**config.mk**
```make
export PLATFORM = sky130hd
export DESIGN_NAME = seq_detect_cfg
export DESIGN_NICKNAME = d
export VERILOG_FILES = /design/src/rtl/seq_detect_pkg.sv /design/src/rtl/serial_window.sv /design/src/rtl/seq_detect_cfg.sv
export SDC_FILE = /design/constraint.sdc
export NUM_CORES = 1
export LEC_CHECK = 0
export ABC_AREA = 1
export ABC_CLOCK_PERIOD_IN_PS = 1400
export BUFFER_PORTS_ARGS = -buffer_cell sky130_fd_sc_hd__clkbuf_2
export CAP_MARGIN = 10
export CELL_PAD_IN_SITES_DETAIL_PLACEMENT = 0
export CELL_PAD_IN_SITES_GLOBAL_PLACEMENT = 1
export CORE_UTILIZATION = 35
export DETAILED_ROUTE_END_ITERATION = 16
export PLACE_DENSITY = 0.79
export SLEW_MARGIN = 20
export SYNTH_ARGS = -nofsm -noshare
export SYNTH_HDL_FRONTEND = slang
export SYNTH_SLANG_ARGS = --single-unit
```
**constraint.sdc**
```tcl
create_clock -name CLK -period 1.4 [get_ports CLK]
set_clock_uncertainty 0.1 [all_clocks]
set_input_delay 0.14 -clock CLK [delete_from_list [all_inputs] [get_ports CLK]]
set_output_delay 0.14 -clock CLK [all_outputs]
set_load 0.005 [all_outputs]
```
**src/rtl/seq_detect_pkg.sv**
```systemverilog
// Shared types and defaults for the configurable serial pattern detector.
package seq_detect_pkg;

    typedef enum logic {
        FILL  = 1'b0,
        ARMED = 1'b1
    } state_t;

    localparam int         DEFAULT_WIDTH   = 8;
    localparam logic [7:0] DEFAULT_PATTERN = 8'hD5;
    localparam int         DEFAULT_CNT_W   = 16;

    // Fill counter must be able to hold 0..WIDTH.
    function automatic int fill_w(input int width);
        return $clog2(width + 1);
    endfunction

endpackage

```
**src/rtl/serial_window.sv**
```systemverilog
// WIDTH-bit left-shift window; window[WIDTH-1] holds the oldest bit.
module serial_window #(
    parameter int WIDTH = 8
) (
    input  logic             clk,
    input  logic             rst_n,
    input  logic             clr,
    input  logic             shift_en,
    input  logic             din,
    output logic [WIDTH-1:0] window,
    output logic [WIDTH-1:0] window_next
);

    assign window_next = {window[WIDTH-2:0], din};

    always_ff @(posedge clk) begin
        if (!rst_n || clr) begin
            window <= '0;
        end else if (shift_en) begin
            window <= window_next;
        end
    end

endmodule

```
**src/rtl/seq_detect_cfg.sv**
```systemverilog
// Serial pattern detector with runtime pattern/mask, overlap mode and a
// saturating match counter.
module seq_detect_cfg #(
    parameter int               WIDTH           = seq_detect_pkg::DEFAULT_WIDTH,
    parameter logic [WIDTH-1:0] DEFAULT_PATTERN = WIDTH'(seq_detect_pkg::DEFAULT_PATTERN),
    parameter int               CNT_W           = seq_detect_pkg::DEFAULT_CNT_W
) (
    input  logic             CLK,
    input  logic             RST_N,
    input  logic             CLR,
    input  logic             D_VALID,
    input  logic             D_IN,
    input  logic             CFG_LOAD,
    input  logic [WIDTH-1:0] CFG_PATTERN,
    input  logic [WIDTH-1:0] CFG_MASK,
    input  logic             CFG_OVERLAP,
    output logic             MATCH,
    output logic [CNT_W-1:0] MATCH_CNT
);

    import seq_detect_pkg::*;

    localparam int                FILL_W    = fill_w(WIDTH);
    localparam logic [FILL_W-1:0] FILL_LAST = FILL_W'(WIDTH - 1);

    logic [WIDTH-1:0]  pattern;
    logic [WIDTH-1:0]  mask;
    logic              overlap;
    logic [WIDTH-1:0]  window;
    logic [WIDTH-1:0]  window_next;
    logic              window_unused;
    state_t            state;
    state_t            state_next;
    logic [FILL_W-1:0] fill;
    logic [FILL_W-1:0] fill_next;
    logic              accept;
    logic              hit;

    // A bit is only taken when no higher-priority command owns the cycle.
    assign accept = D_VALID && !CLR && !CFG_LOAD;

    serial_window #(
        .WIDTH(WIDTH)
    ) u_window (
        .clk        (CLK),
        .rst_n      (RST_N),
        .clr        (CLR),
        .shift_en   (accept),
        .din        (D_IN),
        .window     (window),
        .window_next(window_next)
    );

    // The compare looks at the post-shift value; the registered window is observation only.
    assign window_unused = ^window;

    always_ff @(posedge CLK) begin
        if (!RST_N) begin
            pattern <= DEFAULT_PATTERN;
            mask    <= '1;
            overlap <= 1'b1;
        end else if (!CLR && CFG_LOAD) begin
            pattern <= CFG_PATTERN;
            mask    <= CFG_MASK;
            overlap <= CFG_OVERLAP;
        end
    end

    always_comb begin
        state_next = state;
        fill_next  = fill;
        hit        = 1'b0;
        if (CLR || CFG_LOAD) begin
            state_next = FILL;
            fill_next  = '0;
        end else if (D_VALID) begin
            if (state == ARMED || fill == FILL_LAST) begin
                hit = ((window_next ^ pattern) & mask) == '0;
                if (hit && !overlap) begin
                    state_next = FILL;
                    fill_next  = '0;
                end else begin
                    state_next = ARMED;
                end
            end else begin
                fill_next = fill + 1'b1;
            end
        end
    end

    // Match register stage: pulse and counter update on the accepting edge.
    always_ff @(posedge CLK) begin
        if (!RST_N) begin
            state     <= FILL;
            fill      <= '0;
            MATCH     <= 1'b0;
            MATCH_CNT <= '0;
        end else begin
            state <= state_next;
            fill  <= fill_next;
            MATCH <= hit;
            if (CLR) begin
                MATCH_CNT <= '0;
            end else if (hit && MATCH_CNT != '1) begin
                MATCH_CNT <= MATCH_CNT + 1'b1;
            end
        end
    end

endmodule
```
==> results.json, run 1 <==
{
  "finalCritPeriodShare": 1.07,
  "worstHoldPathCells": 3,
  "cp_max_fo": 7,
  "grt_start_max_net_pins": 20,
  "synthCells": 315,
  "violations": "setup timing",
  "yosysWarningCount": 0,
  "cts_tree": "built",
  "dr_wl_met2_mm": 2.98,
  "p_leak_uw": 0.00161,
  "ios": 40,
  "grt_pass1_vias": 2272,
  "path_buf_inv": 2,
  "core_area_sq_um": 6060,
  "crit_path_cell_trace": "ha_4 > a31oi_4 > nor2_4 > buf_4 > nand4_4 > buf_6 > nand2_1 > a21oi_2",
  "wl_met3_um": 144,
  "gp_congestion": 0.800,
  "min_from": "CFG_PATTERN[5]",
  "fill_cells": 548,
  "syn2layout_area_growth_pct": 60.5,
  "finalSetupViolCount": 17,
  "layout_commonest_cell": "nand2_1",
  "required_ns": 1.53,
  "final_max_slew_viol_count": 0,
  "r2r_start": "fill[0]",
  "power_density_nw_per_um2": 724,
  "synth_nets": 340,
  "tightest_slew_ns": 0.445,
  "h-tree-depth": 2,
  "drc": 0,
  "synth_area_leader_cell": "dfxtp_1",
  "most-common-layout-cells": "nand2_1, buf_4, clkbuf_2, dfxtp_1, nand3_1",
  "slew_headroom": 0.703,
  "cp-start-kind": "flip-flop",
  "seq_area_frac_synth": 0.409,
  "grt_first_pass_wirelength_mm": 10.0,
  "vdd_ir_drop_max_mv": 0.454,
  "placed_area_sq_um": 3030,
  "via_per_inst": 4.71,
  "synth_area_sq_um": 2250,
  "end_kind": "flip-flop",
  "cpLargestDelayFamily": "flip-flops",
  "fp.dieH_um": 82.2,
  "yosysTopAreaCellShare": 0.409,
  "cts_made_buffers": 5,
  "rsz0062_at_grt": "yes",
  "path_depth": 8,
  "vias": 2426,
  "drt_iter0_markers": 73,
  "finalHoldViolCount": 0,
  "met1_length_mm": 2.82,
  "fin_area_sq_um": 3610,
  "setup_tns_ns": -1.13,
  "syn_avg_cell_area_sq_um": 7.14,
  "nets": 464,
  "worst_slack_ns": -0.0994,
  "highest_layer": "met4",
  "drive_gt1_frac": 0.457,
  "design_power_total_uw": 2610,
  "fmax_mhz": 667,
  "ys_ff_latch": 46,
  "clockBufferDepth": 2,
  "cap_violations": 0,
  "num_rows": 28,
  "ys_top_cells_by_area": "dfxtp_1, nand2_1, nand3_1",
  "root_buffer": "clkbuf_8",
  "pre_cts_slack_ns": -0.180,
  "crit_type": "reg -> reg",
  "antenna_found_initial": 0,
  "wl_per_cell_um": 11.6,
  "overflow": 0,
  "cpPeakStageDelay_ns": 0.34,
  "antennaDiodeCount": 0,
  "clock_sinks": 46,
  "dp_hpwl_mm": 4.08,
  "reg2reg_depth": 8,
  "drtPass1Iterations": 4,
  "cpMaxStageDelayCell": "dfxtp_2",
  "floorplan.initialDensity": 0.371,
  "yosys.cell_types.count": 26,
  "dieWidth_um": 82.2,
  "critPathArrivalTime_ns": 1.63,
  "finish.utilization": 0.596,
  "cts.clk_slew.worst_paths_ns": 0.09,
  "portBuffers": 39,
  "clock_latency_ns": 0.29,
  "grtUsageTotal": 0.192,
  "status": "complete, but fails checks",
  "ant_nets": 0,
  "min_period_ns": 1.50,
  "fp.dieArea_sq_um": 6750,
  "drt_wl_total_mm": 5.99,
  "hold_path.class": "in -> reg",
  "setup.worst_path.start": "fill[0]"
}
==> Yosys cell counts <==
cell,n
nand3_1,40
nand4_4,2
inv_2,7
buf_2,3
nand2_2,3
o21ai_0,15
a21oi_1,26
o21a_1,1
nor2_2,4
and3b_1,1
o211ai_1,5
ha_1,2
nand4_1,2
nand2_1,79
xnor2_1,4
dfxtp_1,46
a21boi_0,1
nor3_1,4
nor2_4,3
inv_1,25
nor2_1,24
clkbuf_1,4
buf_6,2
xor2_1,8
buf_1,2
a31oi_1,2
==> report_power, final <==
group / switching, uW / internal (uW) / total, uW
Sequential: 24.8 / 1350 / 1370
Clock: 459 / 461 / 920
Combinational: 161 / 162 / 323
==> layout make-up <==
cell class | count | area, sq um | area share
clock buffer | 7 | 97.6 | 0.0270
clock inverter | 1 | 7.51 | 0.00208
inverter | 32 | 123 | 0.0340
multi-input combinational | 226 | 1420 | 0.394
sequential | 46 | 942 | 0.261
tap | 75 | 93.8 | 0.0260
timing repair buffer | 128 | 925 | 0.256
==> registers in the layout, indices dropped and copies added (netlist names) <==
name and flops:
MATCH_CNT 16, mask 8, pattern 8, u_window.window 7
fill 4, MATCH 1, overlap 1, state 1
==> cells by family after synthesis <==
kind of cell | Yosys count | share of synthesized area
compound gates | 50 | 0.120
xor+xnor | 12 | 0.0467
fa+ha+maj | 2 | 0.0111
buf+inv | 43 | 0.0801
flops | 46 | 0.409
simple gates | 162 | 0.333
==> worst paths after layout <==
path | endpoint | slack, ns
max reg2reg | MATCH_CNT[13] | -0.1
min | pattern[5] | 0.04
max | MATCH_CNT[13] | -0.1
min reg2reg | u_window.window[0] | 0.36
==> worst min-delay path, cell delays in order <==
cell	delay, ns
clkbuf_2	0.08
o21ai_0	0.07
a21oi_1	0.11
==> metrics by stage <==
step / hold WS [ns] / instances
after floorplan: 0.166 / 315
after global placement: 0.252 / 480
after detailed placement: 0.257 / 480
after CTS: 0.0365 / 513
after global routing: 0.0460 / 515
final: 0.0399 / 515
==> timing repair <==
| action | in CTS | in global routing |
|---|---|---|
| buffers inserted | 10 | 4 |
| pin swaps | 13 | 14 |
| hold buffers | 14 | 0 |
| setup endpoints to repair | 21 | 21 |
| endpoints found under the hold margin | 14 | 0 |
| gates cloned | 1 | 0 |
| gates resized for setup | 22 | 49 |
==> layer usage <==
layer,track usage,vias up
met4,0.0474,0
met3,0.0330,4
li1,-,1272
met5,0,-
met2,0.336,25
met1,0.243,1125
Note: power is estimated with default switching activity, not from simulation.
==> inputs of run 2 (changes only) <==
- ABC_AREA: 1 -> default
- CORE_UTILIZATION: 35 -> 36
==> run 2 against run 1 <==
The flow still finishes with violations (setup timing). Critical path depth shrank 1. Fmax fell by 24%. First-iteration DRC count increased by 38%. Hold slack got worse by 0.012 ns. Utilization down 0.50 points. Die area fell by 6.3%. Final area shrank 7.7%. Non-clock buffer count down 9. Synthesized cell count down 17%. Combinational power decreased by 23%. Clock-buffer cell count is the same. Register-to-register slack worse by 0.49 ns. Largest power group unchanged.
==> results.json, run 2 <==
{
  "status": "complete, but fails checks",
  "violations": "setup timing",
  "via_per_inst": 5.07,
  "top_usage_layer": "met2",
  "r2r_start": "fill[1]",
  "stdcell_count": 443,
  "dieWidth_um": 79.5,
  "yosysWarningCount": 0,
  "synth_area_leader_cell": "dfxtp_1",
  "min_to": "MATCH",
  "cts_tree": "built",
  "end_kind": "flip-flop",
  "min_from": "RST_N",
  "drc": 0,
  "synthCells": 260,
  "nets": 395,
  "drive_gt1_frac": 0.396,
  "clock_latency_ns": 0.30,
  "grt_pass1_vias": 1958,
  "overflow": 0,
  "fp.dieH_um": 79.5,
  "p_leak_uw": 0.00145,
  "final_max_slew_viol_count": 0,
  "yosys.area_share.adder": 0.0116,
  "grt_use_met1": 0.241,
  "ios": 40,
  "portBuffers": 39,
  "largestRegisters": "MATCH_CNT x16, mask x8, pattern x8",
  "synth_nets": 285,
  "worstHoldPathCells": 3,
  "muxShareOfSynthArea": 0.0376,
  "vdd_ir_drop_max_mv": 0.628,
  "cp_max_fo": 15,
  "drt_iter0_markers": 101,
  "gp_congestion": 0.797,
  "setup_tns_ns": -10.24,
  "fmax_mhz": 504,
  "antenna_found_initial": 0,
  "dp_hpwl_mm": 4.03,
  "tightest_slew_ns": 0.321,
  "crit_path_cell_trace": "ha_4 > nand3b_1 > a211oi_4 > buf_12 > nand2_4 > or4_4 > a21oi_2",
  "yosysTopAreaCellShare": 0.425,
  "reg2reg_depth": 7,
  "worst_slack_ns": -0.585,
  "core_area_sq_um": 5640,
  "grtUsageTotal": 0.187,
  "required_ns": 1.55,
  "drtPass1Iterations": 4,
  "crit_type": "reg -> reg",
  "drt_wl_total_mm": 5.81,
  "critPathArrivalTime_ns": 2.13,
  "grt_start_max_net_pins": 26,
  "cts_made_buffers": 5,
  "internal_power_uw": 1870,
  "path_buf_inv": 1,
  "wl_per_cell_um": 13.1,
  "clock_sinks": 46,
  "clkPwrFrac": 0.349,
  "rsz0062_at_grt": "yes",
  "seq_area_frac_synth": 0.425,
  "num_rows": 27,
  "swShare": 0.244,
  "regMostFlops": "MATCH_CNT",
  "hold_slack_ns": 0.0275,
  "syn_avg_cell_area_sq_um": 8.33,
  "placedCellCount": 411,
  "ant_nets": 0,
  "netlist_top_cells_count": "dfxtp_1, nand2_1, nand3_1",
  "finish.utilization": 0.591,
  "ys_ff_latch": 46,
  "r2r_slack_ns": -0.59,
  "fp.dieArea_sq_um": 6330,
  "pre_cts_slack_ns": -0.517,
  "cpMaxStageDelayCell": "or4_4",
  "grt_util_met2": 0.309,
  "async_flop_share": 0,
  "largest_register_ffs": 16,
  "layout_commonest_cell": "buf_4",
  "synth_top_family_by_area": "simple AND/OR/NAND/NOR gates",
  "cap_violations": 0,
  "most-common-layout-cells": "buf_4, nand2_1, clkbuf_2, dfxtp_1, nand3_1",
  "synth-simple-area-share": 0.302,
  "cp-start-kind": "flip-flop",
  "cpPeakStageDelay_ns": 0.44,
  "ys_top_cells_by_area": "dfxtp_1, nand2_1, nand3_1",
  "synth_xor_area_frac": 0.0364,
  "groute.layer.met3.usage": 0.0389,
  "rr_endpoint": "MATCH_CNT[3]",
  "cts.clk_slew.worst_paths_ns": 0.09,
  "vias": 2245,
  "synth_compound_area_frac": 0.145,
  "synth_edf_count": 0,
  "power_density_nw_per_um2": 742,
  "ys.flop_type": "dfxtp_1",
  "cpLargestDelayFamily": "simple AND/OR/NAND/NOR gates",
  "slew_headroom": 0.784,
  "hold_path.class": "in -> reg",
  "synth_area_sq_um": 2160,
  "h-tree-depth": 2,
  "finalHoldViolCount": 0,
  "root_buffer": "clkbuf_8",
  "combPwrFrac": 0.100,
  "min_period_ns": 1.99,
  "power.net_switching_uw": 602,
  "p_seq_frac": 0.550,
  "antennaDiodeCount": 0,
  "floorplan.initialDensity": 0.384,
  "finalSetupViolCount": 22,
  "syn2layout_area_growth_pct": 54.0,
  "finalCritPeriodShare": 1.42,
  "grt_first_pass_wirelength_mm": 9.18,
  "clockBufferDepth": 2,
  "yosys.cell_types.count": 44
}
-- run 2: repair_timing --
item,4_1_cts,5_1_grt
resized for setup,16,16
gates cloned,0,1
hold buffers,17,0
setup buffers,2,4
pin swaps,5,5
endpoints found under the setup margin,22,22
endpoints found under the hold margin,17,0
-- run 2: cell families after synthesis --
kind of cell	Yosys count
AO/OA/AOI/OAI	45
XOR/XNOR	9
adder cells (fa/ha/maj)	2
buffers and inverters	20
flip-flops	46
multiplexers	8
AND/OR/NAND/NOR	130
-- run 2: through the flow --
step,power (uW),area (sq um)
6_report,2470,3330
5_1_grt,2560,3330
4_1_cts,2470,3220
3_5_place_dp,1590,2900
3_3_place_gp,1590,2900
2_1_floorplan,1500,2250
-- run 2: worst min-delay path, stage by stage --
cell      delay [ns]
clkbuf_2        0.13
nand2_4         0.09
nor2_4          0.03
-- run 2: power by group through the flow --
stage,Combinational [uW],Sequential [uW],Clock (uW)
final,248,1360,863
after global routing,276,1360,924
after CTS,243,1360,871
after detailed placement,204,1390,0
after global placement,202,1390,0
after floorplan,114,1380,0
-- run 2: how the worst max path moves through the flow --
stage	from	to	slack, ns	depth (start not counted)
after floorplan	fill[1]	MATCH_CNT[14]	-0.49	6
after global placement	fill[1]	MATCH_CNT[5]	-0.51	7
after detailed placement	fill[1]	MATCH_CNT[3]	-0.52	7
after CTS	fill[1]	MATCH_CNT[14]	-0.52	7
after global routing	fill[1]	MATCH_CNT[7]	-0.68	8
final	fill[1]	MATCH_CNT[3]	-0.59	7
-- run 2: cell type report --
class / count / area [sq um]
well taps: 72 / 90.1
repair buffers: 119 / 916
flip-flops and latches: 46 / 946
clock buffers: 7 / 86.3
clock inverters: 1 / 5.00
multi-input cells: 194 / 1270
inverters: 4 / 15.0
fillers: 513 / 2310
-- run 2: layer usage --
layer / up-vias / routed length [um]
li1: 1153 / -
met1: 1039 / 2720
met2: 45 / 2800
met3: 8 / 208
met4: 0 / 78
met5: - / 0
